==> src/rtl/shift_engine.sv <==
// Configurable shift register with parallel load, single-step shifts and
// automatic WIDTH-bit transfers sequenced by a small IDLE/SHIFT/DONE FSM.
module shift_engine #(
  parameter int unsigned WIDTH = 8
) (
  input  logic             clk,
  input  logic             rstn,
  input  logic             load,
  input  logic [WIDTH-1:0] load_data,
  input  logic             enable,
  input  logic             start,
  input  logic             direction,
  input  logic [1:0]       mode,
  input  logic             ser_in,
  output logic [WIDTH-1:0] out_data,
  output logic             ser_out,
  output logic             busy,
  output logic             done
);

  localparam int unsigned CNT_W = $clog2(WIDTH + 1);

  typedef enum logic [1:0] {
    IDLE  = 2'd0,
    SHIFT = 2'd1,
    DONE  = 2'd2
  } state_t;

  state_t           r_state;
  state_t           w_state_nxt;
  logic [CNT_W-1:0] r_cnt;
  logic [CNT_W-1:0] w_cnt_nxt;
  logic             r_dir;
  logic             w_dir_nxt;
  logic [1:0]       r_mode;
  logic [1:0]       w_mode_nxt;
  logic [WIDTH-1:0] w_data_nxt;
  logic             w_done_nxt;
  logic             w_eff_dir;

  // One shift step; mode 11 (and arithmetic-left == logical-left) handled here.
  function automatic logic [WIDTH-1:0] f_shift(
    input logic [WIDTH-1:0] v,
    input logic             dir,
    input logic [1:0]       md,
    input logic             sin
  );
    logic [WIDTH-1:0] res;
    res = v;
    if (!dir) begin
      case (md)
        2'b00, 2'b10: res = {v[WIDTH-2:0], sin};
        2'b01:        res = {v[WIDTH-2:0], v[WIDTH-1]};
        default:      res = v;
      endcase
    end else begin
      case (md)
        2'b00:   res = {sin, v[WIDTH-1:1]};
        2'b01:   res = {v[0], v[WIDTH-1:1]};
        2'b10:   res = {v[WIDTH-1], v[WIDTH-1:1]};
        default: res = v;
      endcase
    end
    return res;
  endfunction

  always_ff @(posedge clk or negedge rstn) begin
    if (!rstn) begin
      r_state  <= IDLE;
      r_cnt    <= '0;
      r_dir    <= 1'b0;
      r_mode   <= 2'b00;
      out_data <= '0;
      done     <= 1'b0;
    end else begin
      r_state  <= w_state_nxt;
      r_cnt    <= w_cnt_nxt;
      r_dir    <= w_dir_nxt;
      r_mode   <= w_mode_nxt;
      out_data <= w_data_nxt;
      done     <= w_done_nxt;
    end
  end

  // Next-state logic; in IDLE requests are prioritised load > start > enable.
  always_comb begin
    w_state_nxt = r_state;
    w_cnt_nxt   = r_cnt;
    w_dir_nxt   = r_dir;
    w_mode_nxt  = r_mode;
    w_data_nxt  = out_data;
    w_done_nxt  = 1'b0;
    case (r_state)
      IDLE: begin
        if (load) begin
          w_data_nxt = load_data;
        end else if (start) begin
          w_dir_nxt   = direction;
          w_mode_nxt  = mode;
          w_cnt_nxt   = CNT_W'(WIDTH);
          w_state_nxt = SHIFT;
        end else if (enable) begin
          w_data_nxt = f_shift(out_data, direction, mode, ser_in);
        end
      end
      SHIFT: begin
        w_data_nxt = f_shift(out_data, r_dir, r_mode, ser_in);
        w_cnt_nxt  = r_cnt - CNT_W'(1);
        if (r_cnt == CNT_W'(1)) begin
          w_state_nxt = DONE;
          w_done_nxt  = 1'b1;
        end
      end
      DONE: begin
        w_state_nxt = IDLE;
      end
      default: begin
        w_state_nxt = IDLE;
      end
    endcase
  end

  assign w_eff_dir = (r_state == IDLE) ? direction : r_dir;
  assign ser_out   = w_eff_dir ? out_data[0] : out_data[WIDTH-1];
  assign busy      = (r_state == SHIFT);

endmodule

==> config.mk <==
export PLATFORM = sky130hd
export DESIGN_NAME = shift_engine
export DESIGN_NICKNAME = d
export VERILOG_FILES = /design/src/rtl/shift_engine.sv
export SDC_FILE = /design/constraint.sdc
export NUM_CORES = 1
export LEC_CHECK = 0
export ABC_CLOCK_PERIOD_IN_PS = 2900
export BUFFER_PORTS_ARGS = -buffer_cell sky130_fd_sc_hd__buf_2
export CORE_MARGIN = 8
export CORE_UTILIZATION = 52
export DETAILED_ROUTE_END_ITERATION = 12
export GPL_ROUTABILITY_DRIVEN = 0
export HOLD_SLACK_MARGIN = 0.05
export PLACE_DENSITY_LB_ADDON = 0.05
export SETUP_SLACK_MARGIN = 0.5
export SYNTH_ARGS = -nofsm -noshare
export SYNTH_HDL_FRONTEND = slang
export SYNTH_SLANG_ARGS = --single-unit
==> constraint.sdc <==
create_clock -name clk -period 2.9 [get_ports clk]
set_clock_uncertainty 0.2 [all_clocks]
set_input_delay 0.29 -clock clk [delete_from_list [all_inputs] [get_ports clk]]
set_output_delay 0.29 -clock clk [all_outputs]
set_load 0.02 [all_outputs]
## Word-level counts from Yosys, hierarchy flattened

Index checks and enable logic that the tools add are counted.

- $add $sub $neg: 1
- Equal/unequal tests: 19
- Mux-type cells: 21
- Bitwise gates (word level): 1
- Reduce and logical (&&, ||, !) cells: 11

Operators by type and width:

| cell | count |
|---|---|
| $pmux 8 s2 | 3 |
| $pmux 8 s3 | 2 |
| $mux 8 | 5 |
| $ne 5x3->1 const B | 2 |
| $ne 3x3->1 const B | 3 |
| $reduce_and 3->1 | 3 |
| $reduce_and 9->1 | 1 |
| $mux 4 | 2 |
| $pmux 4 s2 | 1 |
| $reduce_and 7->1 | 1 |
| $eq 2x1->1 const B | 3 |
| $logic_not 2->1 | 3 |
| $mux 2 | 3 |
| $ne 6x3->1 const B | 1 |
| $ne 5x2->1 const B | 1 |
| $eq 2x2->1 const B | 2 |
| $eq 4x1->1 const B | 1 |
| $mux 1 | 4 |
| $ne 2x2->1 const B | 2 |
| $ne 4x1->1 const B | 1 |
| $ne 4x2->1 const B | 1 |
| $ne 4x4->1 const B | 1 |
| $pmux 2 s2 | 1 |
| $reduce_or 2->1 | 2 |
| other kinds (4) | 4 |

- Register bits after elaboration: 18
- Input bits: 17

## Logic depth before layout (Yosys ltp)

Gate-level depths: netlist of the first run.

- Depth in word-level cells: 8
- Depth in mapped cells: 7
- Depth with buffers taken out: 7

## Worst setup path after synthesis of the first run

Ideal clock, no wire load.

- Path kind: register to register
- Start: register r_mode[0]
- End: register out_data[0]
- Library setup time: 0.125 ns
- Arrival: 1.694 ns
- Data required time: 2.575 ns
- Slack: 0.881 ns
- Cell stages (with the launch flop): 7
- Buffers on the path: 0
- Period minus slack after synthesis: 2.019 ns
- Cells stage by stage: dfrtp_1 > ha_1 > nand2_1 > nor2_1 > or3_1 > a221oi_4 > mux2_2

- Word-level cells in the longest chain between the ends: 5
- Elaborated cells on any way between the ends: 10
- Those cells by class: 4 x eq/ne; 3 x mux; 3 x reduce/logical

RTL lines:

| element | line | text |
|---|---|---|
| from (decl) | 35 | `logic [1:0] r_mode;` |
| from (signal assigned) | 79 | `r_mode <= w_mode_nxt;` |
| $eq 2x2->1 or $logic_not 2->1 (tied branches) | 51, 57 |  |
| $reduce_or 2->1 | 51 | `case (md)` |
| $pmux 8 s2 | 51 |  |
| $mux 8 | 50 | `if (!dir) begin` |
| $pmux 8 s2 | 93 | `case (r_state)` |
| to (signal assigned) | 80 | `out_data <= w_data_nxt;` |
| to (decl) | 15 | `output logic [WIDTH-1:0] out_data,` |

Several ways; a longest one is shown, not always the timed one. The select of a mux whose other input is x is not followed.
A chain may end at the register's enable or synchronous reset.

## Final worst setup path of the first run

- Start: input mode[1]
- End: register out_data[6]

- Word-level cells in the longest chain between the ends: 4
- Elaborated cells on any way between the ends: 7
- Those cells by class: 4 x eq/ne; 3 x reduce/logical

RTL lines:

| element | line | text |
|---|---|---|
| from (decl) | 13 | `input logic [1:0] mode,` |
| $eq 2x2->1 or $logic_not 2->1 (tied branches) | 51, 57 |  |
| $reduce_or 2->1 | 51 |  |
| $ne 5x3->1 (no line) | - |  |
| $reduce_and 7->1 (no line) * | - |  |

Every way passes the cells marked *; elsewhere a longest branch is shown, timed or not.

==> summary.md, run 1 <==
| Metric | Value |
|---|---|
| Die Y-Extent | 63.5 um |
| CTS tree | built |
| Xor and xnor fraction of the mapped netlist area | 1.49% |
| Initial DRC Count | 35 |
| Final hold viol count | 0 |
| WL final | 2.56 mm |
| DR vias/cell | 5.53 |
| First-pass GRT wire length | 4.44 mm |
| H-tree depth | 1 |
| Leak pwr | 0.000678 uW |
| Commonest cells after routing, fill and taps aside | 27 x buf_2, 18 x dfrtp_1, 17 x nand2_1 |
| Core Area | 0.00217 mm2 |
| Seq cells post-synth | 18 |
| CP Buf/Inv Count | 3 |
| Cell variety after synth | 32 |
| Post-synthesis average cell area | 9.47 um2 |
| Sequential cell area fraction in the yosys report | 38.3% |
| Placement Rows | 17 |
| Syn Inst Count | 124 |
| Crit path DAT | 2.27 ns |
| Slew Viols, Final | 0 |
| Clock Sinks | 18 |
| Final critical path time including I/O delays and setup | 2.29 ns |
| Synth top area share | 38.3% |
| Delay-heaviest family, CP | buffers and inverters |
| Fillers | 200 |
| Max Root-Sink Buffers | 2 |
| TritonCTS Buffers | 3 |
| Area of placed instances | 0.00132 mm2 |
| Syn. warnings | 0 |
| Crit path required time | 2.88 ns |
| Starting density of the core | 54.2% |
| ANT cells | 0 |
| Crit start category | input port |
| Multiplexer share of the synthesized area | 14.8% |
| Io pins | 28 |
| Hold Crit Class | in -> reg |
| Post-CTS sizing | 0 |
| Final setup vio count | 0 |
| R2R Setup Slk | 0.78 ns |
| Vias in the first global route | 989 |
| Routed via count | 995 |
| Worst Setup SP | mode[1] |
| Crit path capture type | register |
| Synth area leaders | dfrtp_1 38%, mux2_2 11%, ha_1 6.4% |
| Min-delay src | mode[0] |
| Gr usage total | 13.4% |
| Largest area contributor in the netlist | dfrtp_1 |
| Syn Nets | 147 |
| Compound-Gate Fraction of Synth Area | 15.5% |
| Status | completed |
| Initial antenna violation count | 0 |
| Routed wire per std cell | 14.2 um |
| Leading cell type in the layout, fill and taps excluded | buf_2 |
| Worst-Skew Late Latency | 0.29 ns |
| Final cell utilization of the core | 64.4% |
| Pre-antenna DRT Iters | 4 |
| Synth Area in Adders | 6.39% |
| Crit-path slowest cell | dlygate4sd3_1 |
| Critical path peak fanout | 7 |
| GR Overflow Total | 0 |
| FMAX | 437 MHz |
| Critical path class | in -> reg |
| Max cap viols | 0 |
| Crit-path cells | dlygate4sd3_1, buf_2, nand3b_1, a311oi_1, or3_1, a221oi_4, buf_12, mux2_2 |
| Slowest Stage Delay on Critical Path | 0.53 ns |
| Final instance area | 0.00140 mm2 |
| Max-slew headroom | 64.5% |
| Die width | 63.5 um |
| Post-layout nets | 176 |
| FF-to-FF Start | r_mode[0] |
| Post-Synth Simple-Gate Area | 19.1% |
| Full die area | 0.00404 mm2 |
| Largest net degree at the start of global routing | 19 |
| Total power draw | 1620 uW |
| Largest family of logic cells by synthesized area | simple AND/OR/NAND/NOR gates |
| Clk slew on worst S/H paths | 0.10 ns |
| Period utilization | 78.9% |
| FF+latch area | 450 um2 |
| Post-DP HPWL | 1.99 mm |
| Slew at the pin with the worst max-slew slack | 0.518 ns |
| Clk root buf | clkbuf_4 |
| Worst hold slack | 0.0809 ns |
| Pwr dens | 1160 mW/mm2 |
| Final ANT Viol Nets | 0 |
| I/O Buffers | 27 |
| RSZ-0062 raised after global routing | no |
| Area Growth Syn to Fin | 18.8% |
| Share of post-route cells with drive strength above 1 | 29.6% |
| DRC viols | 0 |
| Maximum vdd drop | 612 uV |
| Synth Cell Area | 0.00117 mm2 |
| Setup TNS | 0 ns |
| Multi-input logic area | 673 um2 |
==> power breakdown <==
group          leakage [uW]  internal (uW)  switching (uW)
combinational      0.000438            471             481
clock             0.0000210           76.4            76.0
sequential         0.000220            374             143
==> area by class of cell <==
type	count	share of cell area [%]
clock buffer	4	2.60
inverter	7	1.88
multi-input combinational	93	48.2
sequential	18	32.3
tap	28	2.51
timing repair buffer	30	12.5
==> state kept, by name, summed over array words and instances (netlist names) <==
register,flops
r_state,2
r_dir,1
r_mode,2
out_data,8
r_cnt,4
done,1
==> path summary, 6_finish.rpt <==
check                              end  depth (start not counted)
max                        out_data[6]                          8
min                          r_mode[0]                          3
max reg2reg                out_data[6]                          7
min reg2reg                   r_cnt[1]                          2
max in group asynchronous     r_cnt[1]                          2
min in group asynchronous     r_cnt[2]                          2
==> worst register-to-register path, cell delays in order (launching register included) <==
cell,delay (ns)
dfrtp_1,0.41
ha_1,0.21
nand2_1,0.07
nor2_1,0.03
or3_1,0.37
a221oi_4,0.23
buf_12,0.16
mux2_2,0.33
==> synthesized netlist by cell type (all sizes together) <==
cell,number
xnor2,2
a31oi,1
nand3b,1
nor2b,5
a311oi,2
nand2,17
mux2i,5
o21bai,2
mux2,11
clkbuf,3
ha,6
nor4b,1
a2bb2oi,1
o21ai,4
a211o,1
nor2,9
a211oi,2
and2,2
nor4,1
inv,7
a22oi,6
or3,1
a221o,1
dfrtp,18
or2,1
nor3,2
a221oi,1
nand2b,3
and3,3
a21oi,2
buf,3
==> what timing repair did <==
action                                 4_1_cts  5_1_grt
hold buffers                                 2        0
buffers inserted                             0        1
setup endpoints to repair                    0        7
endpoints found under the hold margin       19        0
==> through the flow <==
| stage | instances | setup WS, ns |
|---|---|---|
| 2_1_floorplan | 124 | 0.881 |
| 3_3_place_gp | 173 | 0.719 |
| 3_5_place_dp | 173 | 0.676 |
| 4_1_cts | 179 | 0.534 |
| 5_1_grt | 180 | 0.541 |
| 6_report | 180 | 0.612 |
==> kinds of logic after synthesis <==
family,count (synthesis)
compound gates,23
xor+xnor,2
fa+ha+maj,6
buf+inv,13
flops,18
mux,16
simple gates,46
==> layer usage <==
layer	track usage, %	wire length [um]	up-vias
met5	0	0	-
met4	5.85	32	0
met3	3.71	136	4
met2	21.9	1250	22
met1	15.9	1140	472
li1	-	-	497
No activity file was read; power rests on OpenSTA's default activity.
==> inputs of run 2 (changes only) <==
ABC_AREA = 1   (was not set)
ABC_CLOCK_PERIOD_IN_PS = 2300   (was 2900)
CORE_UTILIZATION = 54   (was 52)
clock period = 2.3 ns   (was 2.9 ns; I/O delays follow)
==> run 2 against run 1 <==
  * Combinational power grew 29%
  * First-iteration DRC count grew to 2.7 times the previous value
  * Highest routed layer unchanged
  * Via count grew 41%
==> summary.md, run 2 <==
| Metric | Value |
|---|---|
| Slew at the pin with the worst max-slew slack | 0.406 ns |
| Routed via count | 1400 |
| DP Worst Slack | 0.608 ns |
| Area of placed instances | 0.00150 mm2 |
| CTS tree | built |
| Final Worst Setup Slack | 0.572 ns |
| Most common cell in the synthesized netlist | nand2_1 |
| Max-slew headroom | 73.0% |
| Ys flop type | dfrtp_1 |
| Initial antenna violation count | 0 |
| First-pass GRT wire length | 5.86 mm |
| Max Root-Sink Buffers | 2 |
| Critical path peak fanout | 15 |
| Core Area | 0.00241 mm2 |
| Ys async rst share | 100% |
| Vias in the first global route | 1277 |
| Status | completed |
| Slew Viols, Final | 0 |
| Met3 Use GR | 3.39% |
| Synth top area share | 33.6% |
| Crit-path slowest cell | dfrtp_2 |
| Initial DRC Count | 96 |
| Final hold viol count | 0 |
| R2R Setup Slk | 0.64 ns |
| Commonest cells after routing, fill and taps aside | 93 x nand2_1, 26 x buf_2, 20 x inv_1 |
| Final ANT Viol Nets | 0 |
| GR Overflow Total | 0 |
| Period utilization | 75.1% |
| TritonCTS Buffers | 3 |
| Gr usage total | 16.6% |
| Largest area contributor in the netlist | dfrtp_1 |
| Min-delay src | mode[0] |
| Die Y-Extent | 65.9 um |
| Sequential cell area fraction in the yosys report | 33.6% |
| Clock Sinks | 18 |
| Share of post-route cells with drive strength above 1 | 22.5% |
| Full die area | 0.00434 mm2 |
| Final critical path time including I/O delays and setup | 1.73 ns |
| Post-DP HPWL | 2.62 mm |
| Clk slew on worst S/H paths | 0.10 ns |
| Hold endpoint | r_mode[0] |
| Io pins | 28 |
| Area Growth Syn to Fin | 19.9% |
| Critical path class | reg -> out |
| Maximum vdd drop | 871 uV |
| Die width | 65.9 um |
| Pwr dens | 1270 mW/mm2 |
| Number of flip-flops in the largest register | 8 |
| Syn. warnings | 0 |
| Slowest Stage Delay on Critical Path | 0.44 ns |
| Clk root buf | clkbuf_4 |
| Setup TNS | 0 ns |
| Final instance area | 0.00161 mm2 |
| Syn Inst Count | 201 |
| Starting density of the core | 55.7% |
| Compound-Gate Fraction of Synth Area | 9.97% |
| Delay-heaviest family, CP | flip-flops |
| FMAX | 579 MHz |
| Syn Nets | 224 |
| H-tree depth | 1 |
| Crit start category | register |
| Global Route met1 Usage | 23.0% |
| Post-Synth Simple-Gate Area | 43.5% |
| Largest net degree at the start of global routing | 19 |
| Largest family of logic cells by synthesized area | simple AND/OR/NAND/NOR gates |
| Leading cell type in the layout, fill and taps excluded | nand2_1 |
| Synth Cell Area | 0.00134 mm2 |
| WL final | 3.51 mm |
| Hold Crit Class | in -> reg |
| Crit path capture type | output pin |
| Cell variety after synth | 22 |
| Synth area leaders | dfrtp_1 34%, nand2_1 26%, nand3_1 6.0% |
| CP Buf/Inv Count | 3 |
| Cell count along the critical path | 4 |
| Crit-path cells | buf_4, nand2_8, inv_1, buf_2 |
| Worst hold slack | 0.0592 ns |
| ANT cells | 0 |
| Placement Rows | 18 |
| Final setup vio count | 0 |
| Top flop regs | out_data: 8 flops, r_cnt: 4 flops |
| Post-layout nets | 260 |
| Crit path required time | 1.87 ns |
| Post-synthesis average cell area | 6.68 um2 |
| Leak pwr | 0.000912 uW |
| I/O Buffers | 27 |
| Busiest grt layer | met2 |
| DR vias/cell | 5.26 |
| Multiplexer share of the synthesized area | 0% |
| Hold Crit Depth | 3 |
| Grt met2 use | 25.3% |
| Seq cells post-synth | 18 |
| R2R Path End | out_data[1] |
| Xor and xnor fraction of the mapped netlist area | 0% |
| Most flops, register | out_data |
| Max cap viols | 0 |
| DRC viols | 0 |
| Pre-antenna DRT Iters | 4 |
| Synth Area in Adders | 5.59% |
| RSZ-0062 raised after global routing | yes |
| Number of synthesized flops with an enable pin | 0 |
| Commonest cells post-synth | 94 x nand2_1, 21 x inv_1, 18 x dfrtp_1 |
| R2r worst-path depth | 7 |
| FF-to-FF Start | r_state[0] |
| Routed wire per std cell | 13.2 um |
| Worst-Skew Late Latency | 0.30 ns |
| Crit path DAT | 1.30 ns |
## run 2: cell count changes after synthesis, sizes merged, moves of 4 or more
cell   change
nand2     +80
o21ai     +14
nor2       +4
inv       +15
nor2b      -5
mux2      -11
mux2i      -5
nand3     +17
a22oi      -6
## run 2: cell type report
type | instances | area (um2)
Tap cell | 30 | 37.5
Timing Repair Buffer | 33 | 185
Sequential cell | 18 | 452
Fill cell | 227 | 801
Multi-Input combinational cell | 159 | 816
Clock buffer | 4 | 36.3
Inverter | 22 | 82.6
## run 2: what timing repair did
item	in CTS	in global routing
hold buffers	1	0
gates resized for setup	4	5
setup buffers	4	1
pin swaps	1	1
endpoints found under the setup margin	1	2
endpoints found under the hold margin	18	0
cloned	0	0
## run 2: stage by stage
stage	power, uW	util (%)	instances
after floorplan	1420	-	201
after global placement	1710	62.2	256
after detailed placement	1730	62.2	256
after CTS	1990	65.7	265
after global routing	2250	66.8	266
final	2050	66.8	266
## run 2: logic make-up (layout without fill, tap and decap cells)
family / count (synthesis) / count (layout)
buf+inv: 24 / 59
fa+ha+maj: 6 / 6
compound gates: 24 / 24
flops: 18 / 18
simple gates: 129 / 129
## run 2: worst max-delay path by stage
stage	start	slack, ns	to
4_1_cts	r_state[0]	0.49	busy
5_1_grt	r_dir	0.48	ser_out
3_3_place_gp	r_state[0]	0.65	ser_out
6_report	r_state[0]	0.57	busy
3_5_place_dp	r_state[0]	0.61	ser_out
2_1_floorplan	r_state[0]	0.58	ser_out
## run 2: worst reg2reg max path, stage by stage (launching register included)
cell	delay [ns]
dfrtp_2	0.44
buf_4	0.17
buf_4	0.14
a31oi_2	0.22
nand2_4	0.13
nor2_4	0.18
nand2_1	0.07
nand2_1	0.07
## run 2: layer usage
metal  part of all wire (%)  up-vias
met5                      0        -
met4                   0.60        0
met3                    7.7        3
met2                     45       46
met1                     46      647
li1                       -      704
## run 2: report_power, final
part / switching [uW] / leakage [uW] / internal, uW / total (uW)
registers: 164 / 0.000224 / 457 / 621
clock network: 99.8 / 0.0000210 / 96.6 / 196
logic: 786 / 0.000667 / 445 / 1230
==> inputs of run 3 (changes only) <==
ABC_CLOCK_PERIOD_IN_PS = 1730   (was 2300)
clock period = 1.73 ns   (was 2.3 ns; I/O delays follow)
==> run 3 against run 2 <==
  * Die area unchanged
  * Sequential power up 29%
  * Critical path depth up 2
  * Critical path type unchanged
  * Largest cell class unchanged
  * Largest power group unchanged
==> summary.md, run 3 (same netlist as run 2, synthesis figures left out) <==
| Metric | Value |
|---|---|
| Final critical path time including I/O delays and setup | 1.72 ns |
| Starting density of the core | 55.7% |
| Routed wire per std cell | 14.9 um |
| WL final | 4.27 mm |
| Crit path to | ser_out |
| CP most frequent cell | nand2_2 |
| Final ANT Viol Nets | 0 |
| I/O Buffers | 27 |
| Full die area | 0.00434 mm2 |
| Share of post-route cells with drive strength above 1 | 35.0% |
| Largest net degree at the start of global routing | 19 |
| Worst-Skew Late Latency | 0.30 ns |
| Period utilization | 99.6% |
| Clk slew on worst S/H paths | 0.11 ns |
| Vias in the first global route | 1463 |
| Io pins | 28 |
| Most flops, register | out_data |
| Cell count along the critical path | 6 |
| FMAX | 580 MHz |
| Fillers | 158 |
| Final setup vio count | 0 |
| Critical path peak fanout | 4 |
| Pre-antenna DRT Iters | 4 |
| CP Buf/Inv Count | 1 |
| Hold Crit Class | in -> reg |
| Final instance area | 0.00197 mm2 |
| R2r worst-path depth | 11 |
| R2R Path End | out_data[0] |
| Worst Setup SP | r_state[0] |
| Total power draw | 3600 uW |
| H-tree depth | 1 |
| Max cap viols | 0 |
| Crit path required time | 1.36 ns |
| Number of flip-flops in the largest register | 8 |
| Leading cell type in the layout, fill and taps excluded | nand2_1 |
| Crit path DAT | 1.35 ns |
| Initial antenna violation count | 0 |
| Commonest cells after routing, fill and taps aside | 87 x nand2_1, 19 x buf_4, 17 x inv_1 |
| Post-layout nets | 281 |
| Final hold viol count | 0 |
| Slew Viols, Final | 0 |
| Initial DRC Count | 161 |
| R2R Setup Slk | 0.06 ns |
| Crit-path cells | nor2_4, nand2_2, o21ai_4, nand2_2, o21ai_2, buf_6 |
| Final Worst Setup Slack | 0.00722 ns |
| Setup TNS | 0 ns |
| Delay-heaviest family, CP | flip-flops |
| Clock Sinks | 18 |
| DRC viols | 0 |
| Die width | 65.9 um |
| Max Root-Sink Buffers | 2 |
| Crit-path slowest cell | dfrtp_2 |
| Area of placed instances | 0.00151 mm2 |
| Crit path capture type | output pin |
| GR Overflow Total | 0 |
| Slew at the pin with the worst max-slew slack | 0.414 ns |
| Critical path class | reg -> out |
| FF-to-FF Start | r_state[0] |
| Max-slew headroom | 72.4% |
| Die Y-Extent | 65.9 um |
| Post-DP HPWL | 2.63 mm |
| TritonCTS Buffers | 3 |
| Min-delay src | load_data[5] |
| Maximum vdd drop | 1400 uV |
| ANT cells | 0 |
| Gr usage total | 19.7% |
| Routed via count | 1525 |
| DR vias/cell | 5.31 |
| Crit start category | register |
| Slowest Stage Delay on Critical Path | 0.45 ns |
| Status | completed |
| Leak pwr | 0.00106 uW |
| Top flop regs | out_data: 8 flops, r_cnt: 4 flops |
| Area Growth Syn to Fin | 46.5% |
| Clk root buf | clkbuf_4 |
| Core Area | 0.00241 mm2 |
| DP Worst Slack | 0.0679 ns |
| First-pass GRT wire length | 6.75 mm |
| Placement Rows | 18 |
| Pwr dens | 1830 mW/mm2 |
| CTS tree | built |
| RSZ-0062 raised after global routing | yes |
-- run 3: power by group --
part / leakage [uW] / switching [uW] / internal [uW] / total, uW
Clock: 0.0000210 / 133 / 128 / 262
Combinational: 0.000817 / 1390 / 1150 / 2540
Sequential: 0.000219 / 187 / 616 / 803
-- run 3: cell type report --
class	count	area (um2)	area share [%]
clock buffers	4	36.3	1.84
flip-flops and latches	18	457	23.2
inverters	22	87.6	4.45
repair buffers	54	452	23.0
well taps	30	37.5	1.91
multi-input cells	159	897	45.6
-- run 3: stage by stage --
stage / util, % / cells / hold WS, ns
final: 81.6 / 287 / 0.0822
after global routing: 81.6 / 287 / 0.0733
after CTS: 74.6 / 278 / 0.0671
after detailed placement: 62.8 / 256 / -0.0697
after global placement: 62.8 / 256 / -0.0751
after floorplan: - / 201 / -0.323
-- run 3: what timing repair did --
| action | 4_1_cts | 5_1_grt |
|---|---|---|
| endpoints found under the hold margin | 19 | 0 |
| hold buffers | 2 | 0 |
| resized for setup | 32 | 25 |
| gates cloned | 0 | 0 |
| setup buffers | 16 | 9 |
| setup endpoints to repair | 26 | 29 |
| pin swaps | 3 | 11 |
-- run 3: worst min path at each step --
stage	end	slack [ns]	depth (start not counted)
floorplan	done	-0.32	0
global placement	r_cnt[2]	-0.08	1
detailed placement	r_cnt[2]	-0.07	1
CTS	r_dir	0.07	3
global route	r_dir	0.07	3
finish	out_data[5]	0.08	7
-- run 3: worst register-to-register path: stages, from the launching register on --
cell and delay (ns):
dfrtp_2 0.45, buf_4 0.15, buf_6 0.13, nand2_8 0.10, nor2_8 0.05, buf_12 0.14
nand2_1 0.05, nand2_1 0.07, inv_1 0.07, nand2_1 0.06, nand2_1 0.06, nand2_1 0.04
-- run 3: layer usage --
metal | share of wire, % | vias up | global-route usage (%)
li1 | - | 752 | -
met2 | 49 | 79 | 33.3
met1 | 41 | 681 | 23.4
met4 | 2.6 | 0 | 9.81
met3 | 7.5 | 13 | 3.56
met5 | 0 | - | 0
